**config.mk**
```make
export PLATFORM = sky130hd
export DESIGN_NAME = bin_to_bcd_seq
export DESIGN_NICKNAME = d
export VERILOG_FILES = /design/src/rtl/bin_to_bcd_seq.sv
export SDC_FILE = /design/constraint.sdc
export NUM_CORES = 1
export LEC_CHECK = 0
export ABC_CLOCK_PERIOD_IN_PS = 2490
export BUFFER_PORTS_ARGS = -buffer_cell sky130_fd_sc_hd__buf_2
export CAP_MARGIN = 20
export CORE_MARGIN = 4
export CORE_UTILIZATION = 35
export DETAILED_ROUTE_END_ITERATION = 8
export MAX_ROUTING_LAYER = met4
export PLACE_DENSITY = 0.57
export SYNTH_ARGS = -nofsm -noshare
export SYNTH_HDL_FRONTEND = slang
export SYNTH_SLANG_ARGS = --single-unit
```
**constraint.sdc**
```tcl
create_clock -name clk -period 2.49 [get_ports clk]
set_input_delay 0.3735 -clock clk [delete_from_list [all_inputs] [get_ports clk]]
set_output_delay 0.3735 -clock clk [all_outputs]
set_load 0.1 [all_outputs]
```
**src/rtl/bin_to_bcd_seq.sv**
```systemverilog
// Sequential double-dabble binary-to-BCD converter feeding a 4-digit display.
// Digits update only on completion; values above 9999 saturate to 9999 with ovf.
module bin_to_bcd_seq #(
    parameter int BIN_W = 14
) (
    input  logic             clk,
    input  logic             rst,
    input  logic             start,
    input  logic [BIN_W-1:0] bin,
    output logic             busy,
    output logic             done,
    output logic             ovf,
    output logic [3:0]       bcd0,
    output logic [3:0]       bcd1,
    output logic [3:0]       bcd2,
    output logic [3:0]       bcd3
);

    localparam logic [1:0] S_IDLE   = 2'd0;
    localparam logic [1:0] S_SHIFT  = 2'd1;
    localparam logic [1:0] S_FINISH = 2'd2;

    logic [1:0]       state_q, state_d;
    logic [BIN_W-1:0] sr_q, sr_d;
    logic [15:0]      acc_q, acc_d;
    logic [3:0]       cnt_q, cnt_d;
    logic             ovf_pend_q, ovf_pend_d;
    logic [15:0]      dig_q, dig_d;
    logic             ovf_q, ovf_d;

    logic [15:0]      acc_adj;
    logic [15:0]      acc_shl;
    logic             bin_big;
    logic             last_shift;

    assign bin_big    = 32'(bin) > 32'd9999;
    assign last_shift = cnt_q == 4'(BIN_W - 1);

    // All nibbles corrected in parallel from the start-of-cycle value.
    always_comb begin
        acc_adj = acc_q;
        for (int i = 0; i < 4; i++) begin
            if (acc_q[4*i +: 4] >= 4'd5) begin
                acc_adj[4*i +: 4] = acc_q[4*i +: 4] + 4'd3;
            end
        end
        acc_shl = {acc_adj[14:0], sr_q[BIN_W-1]};
    end

    always_comb begin
        state_d    = state_q;
        sr_d       = sr_q;
        acc_d      = acc_q;
        cnt_d      = cnt_q;
        ovf_pend_d = ovf_pend_q;
        dig_d      = dig_q;
        ovf_d      = ovf_q;
        case (state_q)
            S_IDLE, S_FINISH: begin
                if (start) begin
                    sr_d       = bin;
                    acc_d      = 16'h0;
                    cnt_d      = 4'd0;
                    ovf_pend_d = bin_big;
                    state_d    = S_SHIFT;
                end else begin
                    state_d    = S_IDLE;
                end
            end
            S_SHIFT: begin
                acc_d = acc_shl;
                sr_d  = {sr_q[BIN_W-2:0], 1'b0};
                cnt_d = cnt_q + 4'd1;
                // Digits load from the post-shift value on the edge entering FINISH.
                if (last_shift) begin
                    state_d = S_FINISH;
                    dig_d   = ovf_pend_q ? 16'h9999 : acc_shl;
                    ovf_d   = ovf_pend_q;
                end
            end
            default: state_d = S_IDLE;
        endcase
    end

    always_ff @(posedge clk or posedge rst) begin
        if (rst) begin
            state_q    <= S_IDLE;
            sr_q       <= '0;
            acc_q      <= 16'h0;
            cnt_q      <= 4'd0;
            ovf_pend_q <= 1'b0;
            dig_q      <= 16'h0;
            ovf_q      <= 1'b0;
        end else begin
            state_q    <= state_d;
            sr_q       <= sr_d;
            acc_q      <= acc_d;
            cnt_q      <= cnt_d;
            ovf_pend_q <= ovf_pend_d;
            dig_q      <= dig_d;
            ovf_q      <= ovf_d;
        end
    end

    assign busy = state_q == S_SHIFT;
    assign done = state_q == S_FINISH;
    assign ovf  = ovf_q;
    assign bcd0 = dig_q[3:0];
    assign bcd1 = dig_q[7:4];
    assign bcd2 = dig_q[11:8];
    assign bcd3 = dig_q[15:12];

endmodule

```
==> metrics <==
status completed; crit path time final 1.90 ns; data required time at the worst endpoint 2.12 ns; Initial Util 36.8%; overflow left after global routing 0; number of synthesized flops with an enable pin 0; number of vias in the routed layout 1970; WL per Instance 13.9 µm; clock edge transition at the registers on the reported setup and hold paths 0.10 ns; starting DRC count in detailed routing 104; Remaining DRCs 0; core box area 6940 µm²; initial antenna violation count 0; Placement Rows 30; number of max-capacitance violations reported 0; TritonCTS clock tree built; post-detailed-routing wire length 5.48 mm; area of the die 8740 µm²; final HPWL from detailed placement 3.74 mm; fraction of final layout cells sized beyond drive strength 1 17.4%; yosys synthesis warning count 0; slack of the worst reg-to-reg path 0.65 ns; post-cts repair resize count 0; combined area of all synthesized cells 2560 µm²; most frequent cell after synthesis sky130_fd_sc_hd__dfrtp_1; Finished Layout Cells 394; worst hold path class in -> async; register area 1350 µm²; DR WL met3 221 µm; top cell types by occurrence after synthesis sky130_fd_sc_hd__dfrtp_1, sky130_fd_sc_hd__nand2_1, sky130_fd_sc_hd__nor2_1, sky130_fd_sc_hd__o21ai_0, sky130_fd_sc_hd__a22o_1; Final Slew Violations 0; Worst slew margin 44.4%; # fillers 682; postcts setup bufs 0; count of antenna diodes in the layout 0; Boundary Pins 36; Pre-antenna DRT Iters 4; worst-margin pin slew 0.834 ns; M1 wire length 2.91 mm; Max Clk Rate 0.527 GHz; synth top area cells sky130_fd_sc_hd__dfrtp_1, sky130_fd_sc_hd__a22o_1, sky130_fd_sc_hd__nand2_1; hold_buf cts 0; maximum fanout along the worst path 11; Num Clock Sinks 54; worst setup path class reg -> out; CTS H-tree depth 2; Chip Height 93.5 µm; Final TNS setup 0 ns; fraction of post-synthesis cell area in the top cell type by area 52.8%; count of buffers from port buffering 35; worst reg2reg path depth 6; layout net count 325; Post-Syn Instances 264; net count after synthesis 291; Critical Path Start Type register; Synth Flop Type sky130_fd_sc_hd__dfrtp_1; biggest area consumer among synthesized cells sky130_fd_sc_hd__dfrtp_1; overall fraction of global-route tracks in use 13.9%; Placer Congestion 0.753; Clock Path Buffers 2; first-pass GRT wire length 9.26 mm; vias in the first global route 1863; largest net degree at the start of global routing 29; cts bufs inserted 5; combined area of the multi-input logic cells 1070 µm²; number of failing hold endpoints at the final stage 0; P&R area growth vs syn 14.8%; FFs w/ async S/R, synth 100%; endpoint class of the critical path output port; Critical R2R Launch cnt_q[0]; number of vias per cell after detailed routing 5.00; WL met2 2.30 mm; unrepaired setup endpoints after global routing false; arrival time of data at the critical path endpoint 1.52 ns; synthesized area divided by synthesized cell count 9.69 µm²; number of storage elements in the synthesis netlist 54; number of failing setup endpoints in the final timing report 0; placed cells 387; top layer in use met4; remaining number of nets flagged by the antenna check after routing 0; fraction of the yosys area taken by sequential cells 52.8%; clk_skew 0.00956 ns; Reg-to-Reg End dig_q[4]; Final Cycle Share 76.2%; die span in x 93.5 µm; Synth cell types 31; clock tree root buffer cell sky130_fd_sc_hd__clkbuf_8; clock latency on the worst-skew pair 0.30 ns
==> worst max-delay path by stage <==
stage                           from  endpoint  depth (start not counted)
after floorplan           state_q[1]      busy                          4
after global placement      cnt_q[0]  dig_q[0]                          6
after detailed placement    cnt_q[0]  dig_q[4]                          6
after CTS                 state_q[1]      busy                          4
after global routing        cnt_q[0]  dig_q[4]                          6
final                     state_q[1]      busy                          4
==> registers in the layout, indices dropped and copies added, names as in the netlist <==
signal,count
dig_q,16
state_q,2
sr_q,14
acc_q,16
ovf,1
ovf_pend_q,1
cnt_q,4
==> worst max-delay path, stage by stage, from the launching register on <==
cell and delay (ns):
sky130_fd_sc_hd__dfrtp_1 0.39, sky130_fd_sc_hd__nand2b_1 0.14, sky130_fd_sc_hd__buf_4 0.17, sky130_fd_sc_hd__clkinv_1 0.08, sky130_fd_sc_hd__buf_2 0.43
==> per-stage QoR <==
| step | worst slack, ns | util, % | hold slack (ns) | area [µm²] |
|---|---|---|---|---|
| after global routing | 0.486 | 42.3 | 0.191 | 2940 |
| after floorplan | 0.353 | - | 0.453 | 2560 |
| after CTS | 0.586 | 42.3 | 0.164 | 2940 |
| after detailed placement | 0.636 | 40.7 | 0.468 | 2820 |
| final | 0.592 | 42.3 | 0.138 | 2940 |
| after global placement | 0.685 | 40.7 | 0.459 | 2820 |
==> layout by cell type (no fill, tap or decap), drive strengths merged, types with 6 or more instances in the layout <==
| master | count |
|---|---|
| dfrtp | 54 |
| o21ai | 21 |
| nand2 | 42 |
| nor2 | 27 |
| inv | 11 |
| a31oi | 12 |
| clkbuf | 6 |
| a22o | 18 |
| buf | 42 |
| nor3 | 9 |
| a21oi | 11 |
| nand2b | 9 |
| ha | 10 |
==> kinds of logic (layout without fill, tap and decap cells) <==
| logic type | count (synthesis) | count (layout) | share of synthesized area [%] |
|---|---|---|---|
| fa+ha+maj | 10 | 10 | 4.89 |
| simple gates | 98 | 98 | 17.1 |
| xor+xnor | 5 | 5 | 1.71 |
| mux | 4 | 4 | 1.57 |
| flops | 54 | 54 | 52.8 |
| compound gates | 66 | 66 | 16.5 |
| buf+inv | 27 | 61 | 5.43 |
==> routing by layer <==
layer	up-vias	track usage, %
met3	6	2.41
li1	979	-
met5	-	-
met1	938	20.0
met2	47	20.3
met4	0	3.66
==> final cells by class <==
type | count | area share [%]
flip-flops and latches | 54 | 46.0
multi-input cells | 183 | 36.3
repair buffers | 42 | 8.18
well taps | 96 | 4.09
clock buffers | 6 | 2.81
inverters | 12 | 1.53
clock inverters | 1 | 1.02
Power is left out: the tool's default activity adds up to more than one toggle a clock period on the data nets, which glitch-free logic cannot reach.
